$ cat config.mk
export PLATFORM = sky130hd
export DESIGN_NAME = column_feeder_flat
export DESIGN_NICKNAME = d
export VERILOG_FILES = /design/src/rtl/column_feeder_if.sv /design/src/rtl/column_feeder.sv /design/src/flat_wrapper.sv
export SDC_FILE = /design/constraint.sdc
export NUM_CORES = 1
export LEC_CHECK = 0
export ABC_CLOCK_PERIOD_IN_PS = 13350
export CORE_ASPECT_RATIO = 2
export CORE_MARGIN = 10
export CORE_UTILIZATION = 25
export CTS_CLUSTER_SIZE = 10
export DETAILED_ROUTE_END_ITERATION = 7
export PLACE_DENSITY = 0.51
export SLEW_MARGIN = 20
export SYNTH_ARGS = -nofsm -noshare
export SYNTH_HDL_FRONTEND = slang
export SYNTH_SLANG_ARGS = --single-unit
export TNS_END_PERCENT = 20
$ cat constraint.sdc
create_clock -name clk -period 13.35 [get_ports clk]
set_input_delay 2.67 -clock clk [delete_from_list [all_inputs] [get_ports clk]]
set_output_delay 2.67 -clock clk [all_outputs]
set_load 0.02 [all_outputs]
$ cat src/rtl/column_feeder_if.sv
// -----------------------------------------------------------------------------
// column_feeder_if
//   Bundles the two buses around column_feeder:
//   - the record channel from the ray-casting engine (valid/ready plus the
//     per-column wall fields), and
//   - the column_decoder slave write port (chipselect/write/address/writedata).
//
// Modports
//   master : the record producer. It drives col_*, sees col_ready and can
//            observe the decoder bus.
//   slave  : column_feeder itself. It accepts records and drives the
//            decoder bus.
// -----------------------------------------------------------------------------
interface column_feeder_if;
  logic        col_valid;
  logic        col_ready;
  logic        col_first;
  logic [15:0] col_start;
  logic [15:0] col_height;
  logic        col_wall_dir;
  logic [2:0]  col_tex_type;
  logic [5:0]  col_tex_col;
  logic [31:0] col_sf;

  logic        dec_chipselect;
  logic        dec_write;
  logic [3:0]  dec_address;
  logic [15:0] dec_writedata;

  modport master (
    output col_valid, col_first, col_start, col_height, col_wall_dir,
           col_tex_type, col_tex_col, col_sf,
    input  col_ready,
    input  dec_chipselect, dec_write, dec_address, dec_writedata
  );

  modport slave (
    input  col_valid, col_first, col_start, col_height, col_wall_dir,
           col_tex_type, col_tex_col, col_sf,
    output col_ready,
    output dec_chipselect, dec_write, dec_address, dec_writedata
  );
endinterface

$ cat src/rtl/column_feeder.sv
// -----------------------------------------------------------------------------
// column_feeder
//   Buffers per-column wall records in a small FIFO and turns each one into
//   the write sequence column_decoder expects on its slave port:
//     optional address-0 write of 0 (column-number reset, frame-first only),
//     then five address-1 writes: {dir,type,col}, height, start, sf hi, sf lo.
//   One write per cycle and no bubble between columns while records are
//   queued. A 10-bit column counter flags end of frame and short frames.
//
// Ports
//   clk        : system clock
//   reset      : synchronous, active-low (0 = reset)
//   bus        : column_feeder_if.slave - record channel in, decoder bus out
//   frame_done : one-cycle pulse after the last column of a frame is written
//   frame_err  : sticky, set when a frame-first record arrives mid-frame
//   err_clr    : clears frame_err (a simultaneous set wins)
//   busy       : sequencer active or records still queued
// -----------------------------------------------------------------------------
module column_feeder #(
  parameter int DEPTH = 8,
  parameter int NCOLS = 640
) (
  input  logic             clk,
  input  logic             reset,
  column_feeder_if.slave   bus,
  output logic             frame_done,
  output logic             frame_err,
  input  logic             err_clr,
  output logic             busy
);

  localparam int AW = $clog2(DEPTH);
  localparam logic [AW:0] FULL_CNT = (AW+1)'(DEPTH);
  localparam logic [9:0]  LAST_COL = 10'(NCOLS - 1);

  typedef struct packed {
    logic [15:0] start;
    logic [15:0] height;
    logic        wall_dir;
    logic [2:0]  tex_type;
    logic [5:0]  tex_col;
    logic [31:0] sf;
  } payload_t;

  typedef struct packed {
    logic     first;
    payload_t p;
  } rec_t;

  typedef enum logic [2:0] {IDLE, RST, S1, S2, S3, S4, S5} state_t;

  rec_t            mem_q [DEPTH];
  logic [AW-1:0]   wr_ptr_q, rd_ptr_q;
  logic [AW:0]     count_q, count_d;
  state_t          state_q, state_d;
  payload_t        hold_q, hold_d;
  logic [9:0]      col_cnt_q, col_cnt_d;
  logic            frame_done_q, frame_done_d;
  logic            frame_err_q, frame_err_d;
  logic            dec_cs_q, dec_cs_d;
  logic [3:0]      dec_addr_q, dec_addr_d;
  logic [15:0]     dec_data_q, dec_data_d;

  logic            full, empty, push, pop;
  rec_t            in_rec, head_rec;

  assign full     = (count_q == FULL_CNT);
  assign empty    = (count_q == '0);
  // Fullness is judged on the registered count only, so a pop in the same
  // cycle never lets a push in while full.
  assign push     = bus.col_valid && !full;
  assign head_rec = mem_q[rd_ptr_q];

  assign in_rec.first      = bus.col_first;
  assign in_rec.p.start    = bus.col_start;
  assign in_rec.p.height   = bus.col_height;
  assign in_rec.p.wall_dir = bus.col_wall_dir;
  assign in_rec.p.tex_type = bus.col_tex_type;
  assign in_rec.p.tex_col  = bus.col_tex_col;
  assign in_rec.p.sf       = bus.col_sf;

  // Record storage. Contents need no reset: the pointers and count define
  // which entries are valid.
  always_ff @(posedge clk) begin
    if (push) begin
      mem_q[wr_ptr_q] <= in_rec;
    end
  end

  // Sequencer next state. A new record is taken from IDLE or straight out of
  // S5, which is what removes the idle bubble between columns.
  always_comb begin
    state_d = state_q;
    hold_d  = hold_q;
    pop     = 1'b0;
    case (state_q)
      IDLE: pop = !empty;
      RST:  state_d = S1;
      S1:   state_d = S2;
      S2:   state_d = S3;
      S3:   state_d = S4;
      S4:   state_d = S5;
      S5: begin
        pop     = !empty;
        state_d = IDLE;
      end
      default: state_d = IDLE;
    endcase
    if (pop) begin
      hold_d  = head_rec.p;
      state_d = head_rec.first ? RST : S1;
    end
  end

  always_comb begin
    count_d = count_q;
    case ({push, pop})
      2'b10:   count_d = count_q + (AW+1)'(1);
      2'b01:   count_d = count_q - (AW+1)'(1);
      default: count_d = count_q;
    endcase
  end

  // Column bookkeeping. frame_err looks at the count as it will be after this
  // edge, so a frame-first record popped right after column NCOLS-1 sees the
  // wrapped value 0 and is not flagged.
  always_comb begin
    col_cnt_d    = col_cnt_q;
    frame_done_d = 1'b0;
    if (state_q == RST) begin
      col_cnt_d = '0;
    end else if (state_q == S5) begin
      if (col_cnt_q == LAST_COL) begin
        col_cnt_d    = '0;
        frame_done_d = 1'b1;
      end else begin
        col_cnt_d = col_cnt_q + 10'd1;
      end
    end
    frame_err_d = frame_err_q;
    if (err_clr) begin
      frame_err_d = 1'b0;
    end
    if (pop && head_rec.first && (col_cnt_d != '0)) begin
      frame_err_d = 1'b1;
    end
  end

  // Decoder bus is computed from the next state and registered, so each
  // output cycle matches the state the sequencer is in.
  always_comb begin
    dec_cs_d   = 1'b0;
    dec_addr_d = 4'd0;
    dec_data_d = 16'd0;
    case (state_d)
      RST: dec_cs_d = 1'b1;
      S1: begin
        dec_cs_d   = 1'b1;
        dec_addr_d = 4'd1;
        dec_data_d = {6'b0, hold_d.wall_dir, hold_d.tex_type, hold_d.tex_col};
      end
      S2: begin
        dec_cs_d   = 1'b1;
        dec_addr_d = 4'd1;
        dec_data_d = hold_d.height;
      end
      S3: begin
        dec_cs_d   = 1'b1;
        dec_addr_d = 4'd1;
        dec_data_d = hold_d.start;
      end
      S4: begin
        dec_cs_d   = 1'b1;
        dec_addr_d = 4'd1;
        dec_data_d = hold_d.sf[31:16];
      end
      S5: begin
        dec_cs_d   = 1'b1;
        dec_addr_d = 4'd1;
        dec_data_d = hold_d.sf[15:0];
      end
      default: dec_cs_d = 1'b0;
    endcase
  end

  // State registers. Reset abandons any column in flight and drops the queue.
  always_ff @(posedge clk) begin
    if (!reset) begin
      state_q      <= IDLE;
      hold_q       <= '0;
      wr_ptr_q     <= '0;
      rd_ptr_q     <= '0;
      count_q      <= '0;
      col_cnt_q    <= '0;
      frame_done_q <= 1'b0;
      frame_err_q  <= 1'b0;
      dec_cs_q     <= 1'b0;
      dec_addr_q   <= 4'd0;
      dec_data_q   <= 16'd0;
    end else begin
      state_q      <= state_d;
      hold_q       <= hold_d;
      count_q      <= count_d;
      col_cnt_q    <= col_cnt_d;
      frame_done_q <= frame_done_d;
      frame_err_q  <= frame_err_d;
      dec_cs_q     <= dec_cs_d;
      dec_addr_q   <= dec_addr_d;
      dec_data_q   <= dec_data_d;
      if (push) begin
        wr_ptr_q <= wr_ptr_q + AW'(1);
      end
      if (pop) begin
        rd_ptr_q <= rd_ptr_q + AW'(1);
      end
    end
  end

  assign bus.col_ready      = !full;
  assign bus.dec_chipselect = dec_cs_q;
  assign bus.dec_write      = dec_cs_q;
  assign bus.dec_address    = dec_addr_q;
  assign bus.dec_writedata  = dec_data_q;
  assign frame_done         = frame_done_q;
  assign frame_err          = frame_err_q;
  assign busy               = (state_q != IDLE) || !empty;

endmodule
$ cat src/flat_wrapper.sv
// flat-port wrapper written by rule: the top's interface ports become plain ports
module column_feeder_flat 
#(
  parameter int DEPTH = 8,
  parameter int NCOLS = 640
)
  (clk, reset, frame_done, frame_err, err_clr, busy, bus_col_valid, bus_col_first, bus_col_start, bus_col_height, bus_col_wall_dir, bus_col_tex_type, bus_col_tex_col, bus_col_sf, bus_col_ready, bus_dec_chipselect, bus_dec_write, bus_dec_address, bus_dec_writedata);
  column_feeder_if bus_i ();
  input  logic clk;
  input  logic reset;
  output logic frame_done;
  output logic frame_err;
  input  logic err_clr;
  output logic busy;
  input wire logic [$bits(bus_i.col_valid)-1:0] bus_col_valid;
  input wire logic [$bits(bus_i.col_first)-1:0] bus_col_first;
  input wire logic [$bits(bus_i.col_start)-1:0] bus_col_start;
  input wire logic [$bits(bus_i.col_height)-1:0] bus_col_height;
  input wire logic [$bits(bus_i.col_wall_dir)-1:0] bus_col_wall_dir;
  input wire logic [$bits(bus_i.col_tex_type)-1:0] bus_col_tex_type;
  input wire logic [$bits(bus_i.col_tex_col)-1:0] bus_col_tex_col;
  input wire logic [$bits(bus_i.col_sf)-1:0] bus_col_sf;
  output wire logic [$bits(bus_i.col_ready)-1:0] bus_col_ready;
  output wire logic [$bits(bus_i.dec_chipselect)-1:0] bus_dec_chipselect;
  output wire logic [$bits(bus_i.dec_write)-1:0] bus_dec_write;
  output wire logic [$bits(bus_i.dec_address)-1:0] bus_dec_address;
  output wire logic [$bits(bus_i.dec_writedata)-1:0] bus_dec_writedata;
  assign bus_i.col_valid = bus_col_valid;
  assign bus_i.col_first = bus_col_first;
  assign bus_i.col_start = bus_col_start;
  assign bus_i.col_height = bus_col_height;
  assign bus_i.col_wall_dir = bus_col_wall_dir;
  assign bus_i.col_tex_type = bus_col_tex_type;
  assign bus_i.col_tex_col = bus_col_tex_col;
  assign bus_i.col_sf = bus_col_sf;
  assign bus_col_ready = bus_i.col_ready;
  assign bus_dec_chipselect = bus_i.dec_chipselect;
  assign bus_dec_write = bus_i.dec_write;
  assign bus_dec_address = bus_i.dec_address;
  assign bus_dec_writedata = bus_i.dec_writedata;
  column_feeder #(.DEPTH(DEPTH), .NCOLS(NCOLS)) u_core (.clk(clk), .reset(reset), .bus(bus_i), .frame_done(frame_done), .frame_err(frame_err), .err_clr(err_clr), .busy(busy));
endmodule
==> key figures, run 1 <==
Outcome
  – Status: finished clean

Global route
  – Gr usage total: 0.110
  – Pin count of the biggest net entering global routing: between 100 and 150
  – Global-route wire length before repair: approximately 100,000 µm
  – Gr ovfl total: 0
  – Initial antenna violation count: 21
  – Vias in the first global route: 14,900

Critical path
  – Required time worst endpoint: roughly 11 ns
  – Worst R2R Start: u_core.state_q[2]$_SDFF_PN0_
  – Crit path largest cell delay: roughly 0.76 ns
  – Critical Path AT: ~2.6 ns
  – Worst r2r dst: u_core.count_q[3]$_SDFFE_PN0P_
  – CP cell instances: clkinv_1 > nand4_1 > clkdlybuf4s50_1
  – WS Path Type: reg -> out
  – Startpoint types: register
  – Worst Reg-to-Reg Cells: 10
  – Slowest-stage cell, CP: dfxtp_1
  – R2R Setup Slk: about 9.7 ns
  – CP Capture Point: busy
  – CP max FO: 19
  – Critical path startpoint: u_core.state_q[1]$_SDFF_PN0_
  – Crit end category: primary output

STA
  – Period utilization: 0.398
  – Pins over their slew limit: 0
  – Slew headroom: 0.327
  – RSZ-0062 raised after global routing: no
  – Final TNS setup: 0 ns
  – Achievable frequency: 188 MHz
  – Measured slew at the worst slew-check pin: a little over 1 ns
  – Final setup fails: 0
  – Clock Skews: ~0.028 ns
  – Fin Hold WS: just under 0.5 ns
  – Clock period minus worst slack: 5.31 ns
  – Count of final hold-check violations: 0

Clock tree
  – TritonCTS clock tree: yes
  – Post-CTS Setup Bufs: 0
  – Root buffer cell: clkbuf_16
  – Later-pin clock latency in the skew report: roughly 0.63 ns
  – Clk sink count: 720
  – Post-CTS Hold Fix Bufs: 0
  – CTS clock-pin slew for the worst setup and hold paths: ~0.06 ns
  – Resize count post-CTS: 0
  – H-tree levels: 3
  – Cts bufs inserted: 82
  – Max Buffers Root-to-Sink: 3

Logic synthesis
  – Synth top area share: 0.650
  – FF+latch count, synth: a little over 700
  – Synth warn: 0
  – Ranking of synthesized cells by area: edfxtp_1 (65%), mux4_2 (12%), dfxtp_1 (8.7%)
  – Ys async rst share: 0
  – Syn avg cell area: approximately 19 µm²
  – Mapped Area: 27,700 µm²
  – Cells after Synth: 1,460
  – Distinct cells, synth: 63
  – Synth Flop Type: edfxtp_1
  – Number of flops mapped to enable cells by yosys: 600
  – Yosys top cell by area: edfxtp_1
  – Register area share after synthesis: 0.736

Final layout
  – P&R area growth vs syn: 18.1%
  – Most common cell after layout, fill and taps aside: edfxtp_1
  – NumNets Final: 1,670
  – Share of cells above drive strength 1: 0.178
  – Leading cell types in the layout, fill and taps excluded: edfxtp_1 (600), mux4_2 (149), dfxtp_1 (117)
  – Final Util: 0.298
  – Fin area: 32,800 µm²

Floorplanning
  – Die W: roughly 260 µm
  – Core area: about 110,000 µm²
  – Initial Util: 0.252
  – Die area: between 100,000 and 150,000 µm²
  – Ports: 105
  – Chip Height: just under 500 µm
  – Row count: between 150 and 200

Hold path
  – Hold Crit Class: reg -> reg
  – Hold Path Stages: 1

Drt
  – DRT Pass-1 Iters: 5
  – DR WL/cell: 22.5 µm
  – Detailed Route WL: between 60,000 and 70,000 µm
  – Vias/cell: ~4.4
  – DRC Markers: 0
  – Routed Antenna Nets: 0
  – Via count: 13,800
  – Initial DRC count: 913

Power
  – Peak supply drop: roughly 140 µV
  – Leak pwr: between 10 and 15 nW
  – Pwr Density: 192 nW/µm²

Placed design
  – Gp weighted congestion: 0.739
  – HPWL after detailed placement: 42,800 µm
  – Placed cell areas: a little over 30,000 µm²
  – Buffers on Ports: a little over 100

Job
  – MaxCap Viol Count: 0
==> critical path: cells and delay by family (launching register included) <==
family,cells,cell delay (ns)
AND/OR/NAND/NOR,1,0.21
flip-flops,1,0.76
buffers and inverters,2,1.04
==> how the worst min path moves through the flow <==
stage | endpoint | from
2_1_floorplan | u_core.hold_q[21]$_SDFF_PN0_ | u_core.hold_q[21]$_SDFF_PN0_
3_3_place_gp | u_core.hold_q[68]$_SDFF_PN0_ | u_core.hold_q[68]$_SDFF_PN0_
3_5_place_dp | u_core.hold_q[68]$_SDFF_PN0_ | u_core.hold_q[68]$_SDFF_PN0_
4_1_cts | u_core.hold_q[68]$_SDFF_PN0_ | u_core.hold_q[68]$_SDFF_PN0_
5_1_grt | u_core.hold_q[21]$_SDFF_PN0_ | u_core.hold_q[21]$_SDFF_PN0_
6_report | u_core.hold_q[68]$_SDFF_PN0_ | u_core.hold_q[68]$_SDFF_PN0_
==> cells by family (layout without fill, tap and decap cells) <==
family	count (synthesis)	in the layout	synth area share
flip-flops	720	720	0.736
multiplexers	235	235	0.152
AND/OR/NAND/NOR	216	216	0.0385
AO/OA/AOI/OAI	163	163	0.0473
buffers and inverters	101	259	0.0166
XOR/XNOR	14	14	0.00442
adder cells (fa/ha/maj)	10	10	0.00469
other	1	7	0.000135
==> registers in the layout, indices dropped and copies added (netlist names), named ones only <==
signal                     flops
u_core.frame_done              1
u_core.hold_q                 74
u_core.rd_ptr_q                3
u_core.frame_err               1
u_core.mem_q                 600
u_core.bus.dec_address         1
u_core.wr_ptr_q                3
u_core.state_q                 3
u_core.col_cnt_q              10
u_core.count_q                 4
u_core.bus.dec_chipselect      1
u_core.bus.dec_writedata      16
==> synth_stat cells (2+ instances only) <==
library cell,count
a211oi_1,2
a21boi_0,3
a21oi_1,15
a222oi_1,6
a22oi_1,10
a31oi_1,6
a32o_1,2
and2_1,15
and4_1,3
buf_1,13
buf_2,25
buf_4,13
clkbuf_1,39
dfxtp_1,120
edfxtp_1,600
ha_1,8
inv_1,7
inv_2,3
mux2_1,6
mux2i_1,80
mux4_2,149
nand2_1,109
nand2b_1,2
nand3_1,9
nand4_1,6
nor2_1,25
nor2b_1,13
nor3_1,10
nor3b_1,5
nor4_1,3
nor4_2,2
nor4b_1,3
o211a_1,64
o21a_1,11
o21ai_0,23
o22ai_1,10
or2_2,2
xnor2_1,8
xor2_1,6
==> routing by layer <==
metal  share of wire  up-vias  routed length (µm)  track usage
met2            0.54      274               37600        0.202
met3           0.045      126                3150       0.0265
li1                -     6114                   -            -
met1            0.38     7264               26700        0.119
met4           0.030       30                2090       0.0422
met5          0.0027        -                 186            0
==> per-stage QoR <==
stage	worst slack (ns)	cells	total power, W
2_1_floorplan	2.07	1462	0.00387
3_3_place_gp	7.66	2977	0.00437
4_1_cts	8.02	3099	0.00640
3_5_place_dp	7.67	2977	0.00440
5_1_grt	7.88	3100	0.00659
6_report	8.04	3103	0.00630
==> final cells by class <==
| type | instances | area [µm²] |
|---|---|---|
| well taps | 1479 | 1850 |
| clock inverters | 4 | 30.0 |
| multi-input cells | 641 | 6920 |
| flip-flops and latches | 720 | 20400 |
| inverters | 11 | 43.8 |
| diodes | 4 | 10.0 |
| fillers | 10700 | 77200 |
| clock buffers | 118 | 2250 |
| repair buffers | 126 | 1220 |
==> power by group <==
group          internal, W  leakage (nW)  switching [W]
Sequential         0.00266          6.44       0.000144
Combinational     0.000621          2.95       0.000888
Clock              0.00115          1.10       0.000831
(Power assumes the default switching activity.)
==> run 2, diff against run 1 <==
Settings changed: ABC_CLOCK_PERIOD_IN_PS 13350 to 4700, PLACE_DENSITY 0.51 to 0.53.
Clock period 13.35 ns to 4.7 ns, I/O delays scaled along.
==> run 2 against run 1 <==
Against the previous run: sequential share of layout area down 0.26 points; non-clock buffer count grew 5; flip-flop and latch count unchanged; final area increased by 0.42%; clock-buffer cell count is 5 lower; power rose to 2.8 times the previous value; highest routed layer unchanged; routed wire length fell by 1.2%; cell count hardly changed; core utilization increased by 0.12 points.
==> key figures, run 2 (synthesis results as in run 1) <==
STA
  – Period utilization: 0.760
  – Count of final hold-check violations: 0
  – Final setup fails: 0
  – Slew headroom: 0.305
  – Clock Skews: around 0.022 ns
  – Measured slew at the worst slew-check pin: 1.03 ns
  – Achievable frequency: between 200 and 300 MHz
  – Clock period minus worst slack: about 3.6 ns
  – Final TNS setup: 0 ns
  – Pins over their slew limit: 0
  – RSZ-0062 raised after global routing: no

Clock tree
  – Max Buffers Root-to-Sink: 3
  – Root buffer cell: clkbuf_16
  – CTS clock-pin slew for the worst setup and hold paths: around 0.06 ns
  – Cts bufs inserted: 82
  – Clk sink count: 720
  – H-tree levels: 3
  – Post-CTS Hold Fix Bufs: 0
  – TritonCTS clock tree: yes
  – Post-CTS Setup Bufs: 0
  – Resize count post-CTS: 0
  – Later-pin clock latency in the skew report: about 0.63 ns

Critical path
  – Worst r2r dst: u_core.count_q[3]$_SDFFE_PN0P_
  – Startpoint types: register
  – Required time worst endpoint: about 3.8 ns
  – Crit end category: primary output
  – R2R Setup Slk: between 1 and 1.5 ns
  – Worst Reg-to-Reg Cells: 10
  – Critical path startpoint: u_core.state_q[1]$_SDFF_PN0_
  – CP max FO: 19
  – WS Path Type: reg -> out
  – Critical Path AT: around 2.6 ns
  – Worst R2R Start: u_core.state_q[1]$_SDFF_PN0_

Hold path
  – Hold Path Stages: 1
  – Hold Path End: u_core.hold_q[73]$_SDFF_PN0_
  – Min-delay src: u_core.hold_q[73]$_SDFF_PN0_
  – Hold Crit Class: reg -> reg

Placed design
  – Gp weighted congestion: ~0.8
  – HPWL after detailed placement: 42,800 µm
  – Buffers on Ports: roughly 100

Power
  – Sw power: around 0.0053 W
  – Internal: between 0.01 and 0.015 W
  – Net Sw Frac: 0.295
  – Clock power frac: 0.316
  – Pwr Density: between 500 and 600 nW/µm²
  – Peak supply drop: 385 µV
  – Comb pwr share: 0.238
  – Sequential power share: 0.446
  – Leak pwr: approximately 11 nW

Global route
  – Pin count of the biggest net entering global routing: between 100 and 150
  – Vias in the first global route: 14,900
  – Gr ovfl total: 0
  – Gr usage total: 0.109
  – Global-route wire length before repair: 102,000 µm
  – Initial antenna violation count: 18

Floorplanning
  – Ports: between 100 and 150
  – Row count: 172
  – Die area: between 100,000 and 150,000 µm²
  – Die W: ~260 µm
  – Initial Util: 0.252
  – Core area: ~110,000 µm²
  – Chip Height: slightly below 500 µm

Final layout
  – Biggest register: u_core.mem_q
  – Leading cell types in the layout, fill and taps excluded: edfxtp_1 (600), mux4_2 (149), dfxtp_1 (117)
  – Max reg flops: 600
  – NumNets Final: 1,675
  – P&R area growth vs syn: 18.6%
  – Share of cells above drive strength 1: 0.182
  – Most common cell after layout, fill and taps aside: edfxtp_1
  – Final Util: 0.299

Drt
  – DRT Pass-1 Iters: 6
  – Initial DRC count: ~1,100
  – DR WL/cell: 22.2 µm
  – Routed Antenna Nets: 0
  – Vias/cell: about 4.4
  – Via count: 13,800
  – DRC Markers: 0
  – Detailed Route WL: around 70,000 µm

Outcome
  – Status: finished clean

Job
  – MaxCap Viol Count: 0
-- run 2: changes by cell type in the layout (fill, tap and decap cells not counted), sizes merged --
| cell | change |
|---|---|
| clkbuf | -5 |
| buf | +5 |
| clkinvlp | +1 |
| clkinv | +2 |
| diode | -2 |
-- run 2: critical path, stage by stage (launching register included) --
cell and delay (ns):
dfxtp_1 0.74, clkinv_1 0.39, nand4_1 0.23, clkdlybuf4s50_1 0.64
-- run 2: how the worst max path moves through the flow --
stage                                endpoint  slack (ns)  cells after the start
2_1_floorplan    u_core.mem_q[6][0]$_DFFE_PP_       -2.51                      2
3_3_place_gp   u_core.count_q[3]$_SDFFE_PN0P_        1.15                      9
3_5_place_dp   u_core.count_q[3]$_SDFFE_PN0P_        1.21                      9
4_1_cts                                  busy        1.10                      3
5_1_grt                                  busy        0.97                      3
6_report                                 busy        1.13                      3
-- run 2: power by group through the flow --
stage	registers, W	clock network, W	logic, W
2_1_floorplan	0.00791	0	0.00306
4_1_cts	0.00797	0.00582	0.00439
6_report	0.00796	0.00564	0.00425
3_3_place_gp	0.00807	0	0.00433
3_5_place_dp	0.00810	0	0.00438
5_1_grt	0.00802	0.00607	0.00466
-- run 2: layout make-up --
| class | instances | area [µm²] |
|---|---|---|
| Fill cell | 10700 | 77100 |
| Inverter | 11 | 43.8 |
| Multi-Input combinational cell | 641 | 6950 |
| Sequential cell | 720 | 20400 |
| Antenna cell | 2 | 5.00 |
| Clock buffer | 113 | 2210 |
| Tap cell | 1479 | 1850 |
| Clock inverter | 7 | 81.3 |
| Timing Repair Buffer | 131 | 1320 |
-- run 2: through the flow --
stage                     std cells  hold WS [ns]  power [W]  cell area [µm²]  setup slack, ns
after global routing           3103         0.517     0.0187            32900            0.971
after detailed placement       2982         0.487     0.0125            30600             1.21
after floorplan                1462         0.465     0.0110            27800            -2.51
final                          3104         0.498     0.0179            32900             1.13
after global placement         2982         0.484     0.0124            30600             1.15
after CTS                      3102         0.500     0.0182            32900             1.10
-- run 2: per-layer routing --
metal	up-vias	global-route usage	part of all wire
li1	6111	-	-
met1	7202	0.118	0.38
met2	326	0.201	0.54
met3	124	0.0259	0.048
met4	32	0.0403	0.028
met5	-	0	0.0029
==> run 3, diff against run 2 <==
Settings changed: ABC_CLOCK_PERIOD_IN_PS 4700 to 3400, PLACE_DENSITY 0.53 to 0.51.
Clock period 4.7 ns to 3.4 ns, I/O delays scaled along.
==> run 3 against run 2 <==
Against the previous run: first-iteration DRC count fell by 8.4%; via count rose by 1.1%; clock power is 39% higher; critical endpoint is now u_core.bus.dec_writedata[11]$_SDFF_PN0_; largest power group unchanged; highest routed layer unchanged.
==> key figures, run 3 (synthesis results as in run 1) <==
Global route
  – M3 GR Usage: 0.0284
  – Pin count of the biggest net entering global routing: between 150 and 200
  – Vias in the first global route: ~15,000
  – GRT met2 Usage: 0.202
  – Most Crowded Layer GR: met2
  – Gr ovfl total: 0
  – Gr usage total: 0.110
  – Met1 usage: 0.120
  – Global-route wire length before repair: approximately 100,000 µm
  – Initial antenna violation count: 24

Power
  – Pwr Density: roughly 750 nW/µm²
  – Peak supply drop: approximately 730 µV
  – Leak pwr: between 10 and 15 nW

Final layout
  – NumNets Final: 1,689
  – Share of cells above drive strength 1: 0.190
  – Final Util: 0.302
  – Most common cell after layout, fill and taps aside: edfxtp_1
  – Max reg flops: 600
  – Layout Cells excl Fill: roughly 3,100
  – P&R area growth vs syn: 19.9%
  – Biggest register: u_core.mem_q
  – Leading cell types in the layout, fill and taps excluded: edfxtp_1 (600), mux4_2 (149), dfxtp_1 (114)

Clock tree
  – Post-CTS Setup Bufs: 0
  – TritonCTS clock tree: yes
  – H-tree levels: 3
  – Max Buffers Root-to-Sink: 3
  – Cts bufs inserted: between 80 and 90
  – Resize count post-CTS: 0
  – Clk sink count: 720
  – Post-CTS Hold Fix Bufs: 0
  – Later-pin clock latency in the skew report: roughly 0.63 ns
  – CTS clock-pin slew for the worst setup and hold paths: 0.06 ns
  – Root buffer cell: clkbuf_16

Critical path
  – Critical Path AT: around 3.6 ns
  – CP max FO: 19
  – Required time worst endpoint: slightly below 4 ns
  – R2R Setup Slk: between 0.2 and 0.3 ns
  – Worst R2R Start: u_core.state_q[2]$_SDFF_PN0_
  – Startpoint types: register
  – WS Path Type: reg -> reg
  – Critical path startpoint: u_core.state_q[2]$_SDFF_PN0_
  – Crit end category: register

STA
  – Clock Skews: around 0.027 ns
  – Post-route setup slack: 0.296 ns
  – Clock period minus worst slack: slightly above 3 ns
  – Count of final hold-check violations: 0
  – Achievable frequency: 322 MHz
  – Pins over their slew limit: 0
  – RSZ-0062 raised after global routing: no
  – Slew headroom: 0.296
  – Final setup fails: 0
  – Period utilization: 0.913
  – Measured slew at the worst slew-check pin: ~1.0 ns

Drt
  – Via count: approximately 14,000
  – DRC Markers: 0
  – Initial DRC count: about 1,000
  – Detailed Route WL: 70,300 µm
  – DRT Pass-1 Iters: 7
  – Routed Antenna Nets: 0
  – DR WL/cell: around 23 µm
  – Vias/cell: about 4.5

Floorplanning
  – Chip Height: 491 µm
  – Die W: roughly 260 µm
  – Die area: around 130,000 µm²
  – Ports: between 100 and 150
  – Core area: between 100,000 and 150,000 µm²
  – Row count: about 170
  – Initial Util: 0.252

Hold path
  – Hold Crit Class: in -> reg
  – Min-delay src: reset

Placed design
  – Gp weighted congestion: just under 0.9
  – Setup WS pre-CTS: 0.399 ns
  – Dpl cells: 2,996
  – Buffers on Ports: ~100
  – HPWL after detailed placement: 44,200 µm

Outcome
  – Status: finished clean

Job
  – MaxCap Viol Count: 0
run 3: report_power, final:
part	internal (W)	switching, W	total, W
Combinational	0.00260	0.00351	0.00611
Clock	0.00453	0.00329	0.00782
Sequential	0.0104	0.000526	0.0110
Total	0.0176	0.00732	0.0249
run 3: final timing paths:
path | endpoint | depth (start not counted)
worst max-delay path | u_core.bus.dec_writedata[11]$_SDFF_PN0_ | 7
worst min-delay path | u_core.col_cnt_q[8]$_SDFF_PN0_ | 2
worst max register to register | u_core.bus.dec_writedata[11]$_SDFF_PN0_ | 7
worst min register to register | u_core.hold_q[13]$_SDFF_PN0_ | 1
run 3: through the flow:
step | hold slack (ns) | instance area (µm²) | TNS, ns | power [W]
after floorplan | 0.465 | 27900 | -50.44 | 0.0152
after global placement | 0.483 | 31000 | 0 | 0.0173
after detailed placement | 0.482 | 31000 | 0 | 0.0174
after CTS | 0.329 | 33200 | 0 | 0.0253
after global routing | 0.371 | 33200 | 0 | 0.0261
final | 0.370 | 33300 | 0 | 0.0249
run 3: cell type report:
type,instances,area (µm²)
fillers,10700,76700
multi-input cells,641,6980
inverters,11,43.8
repair buffers,145,1650
flip-flops and latches,720,20400
well taps,1479,1850
clock inverters,4,30.0
diodes,4,10.0
clock buffers,118,2250
run 3: layer usage:
metal	wire, µm	vias to the layer above
li1	-	6144
met1	26500	7274
met2	37800	345
met3	3830	140
met4	2030	38
met5	228	-
run 3: critical path, cell delays in order (launching register included):
cell	delay [ns]
dfxtp_1	0.74
ha_1	0.52
nor2_1	0.14
a32o_1	0.31
nor3_2	0.44
mux2_1	0.38
a222oi_1	0.36
nor2_1	0.08
